<file path="config.mk">
export PLATFORM = sky130hd
export DESIGN_NAME = gate_op_arbiter_flat
export DESIGN_NICKNAME = d
export VERILOG_FILES = /design/src/rtl/gate_op_arbiter_if.sv /design/src/rtl/gate_op_arbiter.sv /design/src/flat_wrapper.sv
export SDC_FILE = /design/constraint.sdc
export NUM_CORES = 1
export LEC_CHECK = 0
export CAP_MARGIN = 20
export CELL_PAD_IN_SITES_DETAIL_PLACEMENT = 1
export CELL_PAD_IN_SITES_GLOBAL_PLACEMENT = 1
export CORE_MARGIN = 2
export CORE_UTILIZATION = 30
export DETAILED_ROUTE_END_ITERATION = 10
export PLACE_DENSITY = 0.91
export SLEW_MARGIN = 20
export SYNTH_ARGS = -nofsm -noshare
export SYNTH_HDL_FRONTEND = slang
export SYNTH_SLANG_ARGS = --single-unit
</file>
<file path="constraint.sdc">
create_clock -name clk -period 5.9 [get_ports clk]
set_clock_uncertainty 0.2 [all_clocks]
set_input_delay 0.59 -clock clk [delete_from_list [all_inputs] [get_ports clk]]
set_output_delay 0.59 -clock clk [all_outputs]
set_load 0.02 [all_outputs]
</file>
<file path="src/rtl/gate_op_arbiter_if.sv">
// gate_op_arbiter_if: requester and result handshake bundle for gate_op_arbiter
interface gate_op_arbiter_if #(
   parameter int N_REQ = 4,
   parameter int WIDTH = 8,
   parameter int IDW   = $clog2(N_REQ)
);
   logic [N_REQ-1:0]       req_valid;
   logic [N_REQ-1:0]       req_ready;
   logic [N_REQ*WIDTH-1:0] req_a;
   logic [N_REQ*WIDTH-1:0] req_b;
   logic [N_REQ*2-1:0]     req_op;
   logic                   res_valid;
   logic                   res_ready;
   logic [WIDTH-1:0]       res_y;
   logic [IDW-1:0]         res_id;
   logic [15:0]            ops_done;
   modport master (
      output req_valid, req_a, req_b, req_op, res_ready,
      input  req_ready, res_valid, res_y, res_id, ops_done
   );
   modport slave (
      input  req_valid, req_a, req_b, req_op, res_ready,
      output req_ready, res_valid, res_y, res_id, ops_done
   );
endinterface

</file>
<file path="src/rtl/gate_op_arbiter.sv">
// gate_op_arbiter: round-robin share of one registered AND/OR/XOR/NAND unit
// among N_REQ valid/ready requesters, one operation in flight at a time.
module gate_op_arbiter #(
   parameter int N_REQ = 4,
   parameter int WIDTH = 8,
   parameter int IDW   = $clog2(N_REQ)
) (
   input logic             clk,
   input logic             rst,
   gate_op_arbiter_if.slave bus
);
   typedef enum logic {IDLE, RESULT} state_t;
   state_t           state, state_nxt;
   logic [IDW-1:0]   ptr, grant;
   logic             found, hs;
   logic [WIDTH-1:0] a_sel, b_sel, y_nxt;
   logic [1:0]       op_sel;
   logic             res_valid_r;
   logic [WIDTH-1:0] res_y_r;
   logic [IDW-1:0]   res_id_r;
   logic [15:0]      ops_done_r;
   // Scan from ptr+N-1 down to ptr so the closest valid index after ptr wins.
   always_comb begin
      found = 1'b0;
      grant = '0;
      for (int k = N_REQ - 1; k >= 0; k--) begin
         if (bus.req_valid[(int'(ptr) + k) % N_REQ]) begin
            found = 1'b1;
            grant = IDW'((int'(ptr) + k) % N_REQ);
         end
      end
   end
   assign a_sel  = bus.req_a[int'(grant) * WIDTH +: WIDTH];
   assign b_sel  = bus.req_b[int'(grant) * WIDTH +: WIDTH];
   assign op_sel = bus.req_op[int'(grant) * 2 +: 2];
   assign y_nxt  = op_sel == 2'b00 ? (a_sel & b_sel) :
                   op_sel == 2'b01 ? (a_sel | b_sel) :
                   op_sel == 2'b10 ? (a_sel ^ b_sel) : ~(a_sel & b_sel);
   always_comb begin
      state_nxt = state;
      hs        = 1'b0;
      if (state == IDLE) begin
         hs        = found;
         state_nxt = found ? RESULT : IDLE;
      end else begin
         state_nxt = bus.res_ready ? IDLE : RESULT;
      end
   end
   always_ff @(posedge clk) begin
      if (rst) state <= IDLE;
      else     state <= state_nxt;
   end
   always_ff @(posedge clk) begin
      if (rst) begin
         ptr         <= '0;
         res_valid_r <= 1'b0;
         res_y_r     <= '0;
         res_id_r    <= '0;
         ops_done_r  <= '0;
      end else if (hs) begin
         res_y_r     <= y_nxt;
         res_id_r    <= grant;
         res_valid_r <= 1'b1;
         ptr         <= grant == IDW'(N_REQ - 1) ? '0 : grant + IDW'(1);
      end else if (state == RESULT && bus.res_ready) begin
         res_valid_r <= 1'b0;
         ops_done_r  <= ops_done_r + 16'd1;
      end
   end
   assign bus.req_ready = (state == IDLE && found && !rst) ? N_REQ'(1) << grant : '0;
   assign bus.res_valid = res_valid_r;
   assign bus.res_y     = res_y_r;
   assign bus.res_id    = res_id_r;
   assign bus.ops_done  = ops_done_r;
endmodule

</file>
<file path="src/flat_wrapper.sv">
// flat-port wrapper written by rule: the top's interface ports become plain ports
module gate_op_arbiter_flat 
#(
   parameter int N_REQ = 4,
   parameter int WIDTH = 8,
   parameter int IDW   = $clog2(N_REQ)
)
  (clk, rst, bus_req_valid, bus_req_a, bus_req_b, bus_req_op, bus_res_ready, bus_req_ready, bus_res_valid, bus_res_y, bus_res_id, bus_ops_done);
  gate_op_arbiter_if #(.N_REQ(N_REQ), .WIDTH(WIDTH), .IDW(IDW)) bus_i ();
  input logic clk;
  input logic rst;
  input wire logic [$bits(bus_i.req_valid)-1:0] bus_req_valid;
  input wire logic [$bits(bus_i.req_a)-1:0] bus_req_a;
  input wire logic [$bits(bus_i.req_b)-1:0] bus_req_b;
  input wire logic [$bits(bus_i.req_op)-1:0] bus_req_op;
  input wire logic [$bits(bus_i.res_ready)-1:0] bus_res_ready;
  output wire logic [$bits(bus_i.req_ready)-1:0] bus_req_ready;
  output wire logic [$bits(bus_i.res_valid)-1:0] bus_res_valid;
  output wire logic [$bits(bus_i.res_y)-1:0] bus_res_y;
  output wire logic [$bits(bus_i.res_id)-1:0] bus_res_id;
  output wire logic [$bits(bus_i.ops_done)-1:0] bus_ops_done;
  assign bus_i.req_valid = bus_req_valid;
  assign bus_i.req_a = bus_req_a;
  assign bus_i.req_b = bus_req_b;
  assign bus_i.req_op = bus_req_op;
  assign bus_i.res_ready = bus_res_ready;
  assign bus_req_ready = bus_i.req_ready;
  assign bus_res_valid = bus_i.res_valid;
  assign bus_res_y = bus_i.res_y;
  assign bus_res_id = bus_i.res_id;
  assign bus_ops_done = bus_i.ops_done;
  gate_op_arbiter #(.N_REQ(N_REQ), .WIDTH(WIDTH), .IDW(IDW)) u_core (.clk(clk), .rst(rst), .bus(bus_i));
endmodule
</file>
Yosys cells after proc, flatten, opt, wreduce, memory -nomap -nowiden
Index checks and enable logic that the tools add are counted.
{ "classes": {"n_addsub": 5, "mul": 0, "div_mod_pow": 0, "order_cmp": 4, "n_eq_ne": 3, "n_shift": 4, "n_mux": 30, "bitwise_logic": 9, "reduce_logical": 10} }
{ "op_table": {"columns": ["op", "n"], "rows": [
  ["32-bit by 6-bit variable part select with 8-bit output", 2],
  ["8-bit 2-to-1 mux", 3],
  ["1-bit 2-to-1 mux", 17],
  ["16-bit by 1-bit adder with 16-bit output (second input constant)", 1],
  ["3-bit by 4-bit < comparator with 1-bit output (second input constant)", 3],
  ["2-bit 2-to-1 mux", 5],
  ["8-bit bitwise AND", 1],
  ["1-bit binary-select mux with 2-bit select", 4],
  ["8-bit inverter", 1],
  ["8-bit OR", 1],
  ["8-bit by 4-bit variable part select with 2-bit output", 1],
  ["8-bit XOR", 1],
  ["2-bit OR reduction", 3],
  ["2-bit by 1-bit adder with 2-bit output (second input constant)", 2],
  ["2-bit adder (second input constant)", 2],
  ["2-bit equality test (second input constant)", 2],
  ["4-bit 2-to-1 mux", 1],
  ["1-bit by 2-bit left shift with 4-bit output (first input constant)", 1],
  ["1-bit bitwise AND (first input constant)", 3],
  ["1-bit logical AND", 3],
  ["2-bit by 3-bit < comparator with 1-bit output (second input constant)", 1],
  ["2-bit by 1-bit equality test with 1-bit output (second input constant)", 1],
  ["2-bit zero test", 1],
  ["1-bit inverter", 2],
  ["other kinds (3)", 3]
]} }
{ "totals": {"register_bits": 30, "latch_bits": 0, "ramBits": 0, "rom_bits": 0, "inputBits": 79, "word_cells": 71, "n_memories": 0} }

Depth between registers and ports, before layout
{ "depth": {"word_depth": 16, "mapped_depth": 12, "ltp_nobuf": 10} }

Worst setup path after synthesis
OpenSTA, ideal clock, no wires.
{ "synth_path": {"kind": "in2reg", "start": "input bus_req_valid[2]", "end": "register u_core.res_y_r[4] (netlist: u_core.bus.res_y[4])", "setup_ns": 0.120, "t_arrival_ns": 2.801, "required_time_ns": 5.580, "setup_slack_ns": 2.779, "cell_stages": 11, "path_cell_list": "nor2b_1 -> a21o_1 -> a211o_1 -> inv_2 -> buf_2 -> buf_2 -> mux2i_1 -> ha_1 -> nand2_1 -> o221ai_1 -> o31a_1"} }
{ "synth_via": {"elab_chain_cells": 13} }
{ "synth_lines": {"columns": ["item", "line_no", "rtl"], "rows": [
  ["start, declared", "flat_wrapper.sv:12", "input wire logic [$bits(bus_i.req_valid)-1:0] bus_req_valid;"],
  ["1-bit binary-select mux with 2-bit select", "gate_op_arbiter.sv:27", "if (bus.req_valid[(int'(ptr) + k) % N_REQ]) begin"],
  ["1-bit 2-to-1 mux (not written as such) (2 in series)", "gate_op_arbiter.sv:27", null],
  ["2-bit 2-to-1 mux (3 in series)", "gate_op_arbiter.sv:27", null],
  ["2-bit 2-to-1 mux *", "gate_op_arbiter.sv:27", null],
  ["named net u_core.grant[0]", "gate_op_arbiter.sv:14", "logic [IDW-1:0] ptr, grant;"],
  ["32-bit by 6-bit variable part select with 8-bit output (on tied branches)", "gate_op_arbiter.sv:33, gate_op_arbiter.sv:34", null],
  ["8-bit bitwise AND", "gate_op_arbiter.sv:36, gate_op_arbiter.sv:38", null],
  ["8-bit inverter", "gate_op_arbiter.sv:38", "op_sel == 2'b10 ? (a_sel ^ b_sel) : ~(a_sel & b_sel);"],
  ["8-bit 2-to-1 mux", "gate_op_arbiter.sv:38", null],
  ["8-bit 2-to-1 mux", "gate_op_arbiter.sv:37", "op_sel == 2'b01 ? (a_sel | b_sel) :"],
  ["8-bit 2-to-1 mux *", "gate_op_arbiter.sv:36", "assign y_nxt = op_sel == 2'b00 ? (a_sel & b_sel) :"],
  ["end signal, assigned", "gate_op_arbiter.sv:61", "res_y_r <= y_nxt;"],
  ["end, declared", "gate_op_arbiter.sv:19", "logic [WIDTH-1:0] res_y_r;"]
]} }
The timed path passes the listed nets; every way through them passes the cells marked *. The select of a mux whose other input is x is not followed.
A chain may end at the register's enable or synchronous reset.

Worst setup path after layout
{ "layout_path": {"start": "input bus_req_valid[2]", "end": "output bus_req_ready[3]"} }
{ "layout_via": {"elab_chain_cells": 10} }
{ "layout_lines": {"columns": ["item", "line_no", "rtl"], "rows": [
  ["1-bit binary-select mux with 2-bit select", "gate_op_arbiter.sv:27", null],
  ["1-bit 2-to-1 mux (not written as such) (2 in series)", "gate_op_arbiter.sv:27", null],
  ["1-bit 2-to-1 mux (4 in series)", "gate_op_arbiter.sv:27", null],
  ["1-bit logical AND (2 in series)", "gate_op_arbiter.sv:70", "assign bus.req_ready = (state == IDLE && found && !rst) ? N_REQ'(1) << grant : '0;"],
  ["4-bit 2-to-1 mux *", "gate_op_arbiter.sv:70", null],
  ["end, declared", "flat_wrapper.sv:17", "output wire logic [$bits(bus_i.req_ready)-1:0] bus_req_ready;"]
]} }
Mark *: on every way between the ends. The rest lies on a longest branch, timed or not. The select of a mux whose other input is x is not followed.

==> reports/results.ini <==
[place]
gp_congestion = 0.731
dp_slack_ns = 1.84
io_buffers = 109
detailed_place_hpwl_um = 6370

[power_and_ir_drop]
swShare_pct = 38.5
combPwrFrac_pct = 51.5
leakage_nw = 1.56
power.internal_mw = 0.516
ir_drop_v = 0.0000804
power_frac_clock_pct = 21.0
powerDensity_nw_per_um2 = 221
seq_power_share_pct = 27.5
p_sw_mw = 0.324

[status]
status = finished, final reports clean

[sta]
setup_viol = 0
period_share_pct = 68.6
layout_min_cycle_time_ns = 4.04
hold_ws_ns = 0.256
fin_ws_ns = 1.86
grt_setup_unrepaired = no
finalSetupTns_ns = 0
worst_pin_slew_ns = 0.639
fmax_ghz = 0.247
final-hold-violation-count = 0
slew_violations = 0
relSlewSlack_pct = 57.4

[worst_setup_path]
path_cells = clkdlybuf4s50_1, nor2b_1, a21o_1, a211o_1, inv_2, ha_1, and2_1, clkdlybuf4s50_1
required_ns = 5.11
cp-start-kind = input port
worst-setup-path-type = input port to output pin
slowest_stage = clkdlybuf4s50_1
end_kind = output pin
worst-endpoint-arrival_ns = 3.25
slowest_delay_ns = 0.61
crit_top_cell = clkdlybuf4s50_1
r2r_setup_slack_ns = 2.99
cp_max_fo = 26

[drt]
viasPerCell = 5.08
firstDrtPassIters = 4
wl_met2_um = 4130
wl_met3_um = 538
vias = 2630
top_layer = met4
m1WireLength_um = 3250
drt_iter0_drc = 44
routed_wirelength_um = 7960
routedWlPerCell_um = 15.4
postRouteAntennaNets = 0
drc = 0

[yosys]
syn_nets = 406
netlist_area_um2 = 2540
yosysSeqAreaShare_pct = 23.7
ys_ff_latch = 30
avgSynthCellArea_um2 = 8.29
synth_warnings = 0
synth_cell_types = 41
synthesis.instances = 306

[die]
io-pin-count = 110
start_util_pct = 30.9
die_x_um = 95.9
core_um2 = 8220
rows = 33
die_h_um = 95.9
die_area_um2 = 9210

[clock_tree]
htree_levels = 2
tritoncts = done
cts.sinks = 30
clockRootBuffer = clkbuf_8
ctsHoldBuffers = 0
cts.path.max_buffers = 2
clock_latency_ns = 0.28
post_cts_buffers = 0
post_cts_resized = 0
cts_made_buffers = 5
clk_pin_slew_ns = 0.06

[job]
max_cap_viol_count = 0

[layout]
syn_to_final_growth_pct = 49.9
final_common_cell = clkdlybuf4s50_1
antenna_cells = 0
drive_gt1_share_pct = 5.57
final_cell_mix = clkdlybuf4s50_1, mux2i_1, nor2_1, dfxtp_1, inv_1
nNetsFinal = 512
fin_util_pct = 46.3

[grt]
grt_max_degree = 39
gr-usage-all-layers_pct = 17.6
grt_pass1_wl_um = 12900
first_global_vias = 2815
gr-total-overflow = 0
antenna_found_initial = 0

[min_path]
hp-class = register to register

[layout make-up]
class | count | area, um2
clock buffers | 7 | 86.3
clock inverters | 1 | 5.00
fillers | 975 | 4410
inverters | 29 | 109
multi-input cells | 234 | 1760
flip-flops and latches | 30 | 601
well taps | 105 | 131
repair buffers | 112 | 1110
[routing by layer]
metal,global-route usage (%),up-vias
li1,-,1288
met1,19.9,1248
met2,33.1,88
met3,4.70,6
met4,3.57,0
met5,0,-
[per-stage QoR]
step,total power [mW],cells,cell area (um2)
2_1_floorplan,0.524,306,2540
3_3_place_gp,0.646,510,3710
3_5_place_dp,0.671,510,3710
4_1_cts,0.849,518,3800
5_1_grt,0.901,518,3800
6_report,0.840,518,3800
[cell usage after synthesis (all sizes together)]
library cell | number | area [um2]
mux2i | 49 | 490
nor2 | 41 | 161
dfxtp | 30 | 601
inv | 29 | 109
nand2 | 23 | 86.3
ha | 21 | 263
o211ai | 10 | 75.1
a211oi | 9 | 72.6
a21oi | 9 | 45.0
xor2 | 9 | 78.8
buf | 7 | 47.5
o21ai | 7 | 50.1
clkbuf | 6 | 22.5
nand3 | 6 | 30.0
a221oi | 5 | 56.3
a311oi | 5 | 50.0
and2 | 5 | 31.3
and3 | 4 | 25.0
nand2b | 3 | 18.8
nand4 | 3 | 18.8
o221ai | 3 | 26.3
o31a | 3 | 26.3
or3 | 3 | 18.8
a211o | 2 | 17.5
a21o | 2 | 15.0
mux2 | 2 | 30.0
nor2b | 2 | 12.5
o21a | 2 | 16.3
or2 | 2 | 12.5
xnor2 | 2 | 17.5
nor3 | 1 | 5.00
nor4 | 1 | 6.26
[worst max-delay path, delay by kind of cell]
kind	cells	cell delay [ns]
AOI/OAI and AO/OA	2	0.50
adders and majority gates	1	0.24
buffers and inverters	3	1.58
and+or+nand+nor	2	0.34
[cells by family after synthesis]
group	after synthesis	synth area share, %
AO/OA/AOI/OAI	57	17.8
AND/OR/NAND/NOR	94	16.8
XOR/XNOR	11	3.80
adder cells (fa/ha/maj)	21	10.4
buffers and inverters	42	7.05
flip-flops	30	23.7
multiplexers	51	20.5
[sequential cells by signal, summed over array words and instances (netlist names)]
signal,flops
u_core.bus.ops_done,16
u_core.bus.res_id,2
u_core.bus.res_valid,1
u_core.bus.res_y,8
u_core.ptr,2
u_core.state,1
[power groups by stage]
stage	combinational [mW]	clock, mW	sequential, mW
after floorplan	0.273	0	0.251
after global placement	0.412	0	0.234
after detailed placement	0.436	0	0.235
after CTS	0.438	0.180	0.231
after global routing	0.480	0.188	0.233
final	0.433	0.176	0.231
[final timing paths]
kind,start,end,depth (start not counted)
setup / recovery,bus_req_valid[2],bus_req_ready[3],8
hold / removal,u_core.bus.res_id[1],u_core.bus.res_id[1],2
setup reg to reg,u_core.ptr[1],u_core.bus.res_y[2],8
hold reg to reg,u_core.bus.res_id[1],u_core.bus.res_id[1],2
No activity file was read; power rests on OpenSTA's default activity.
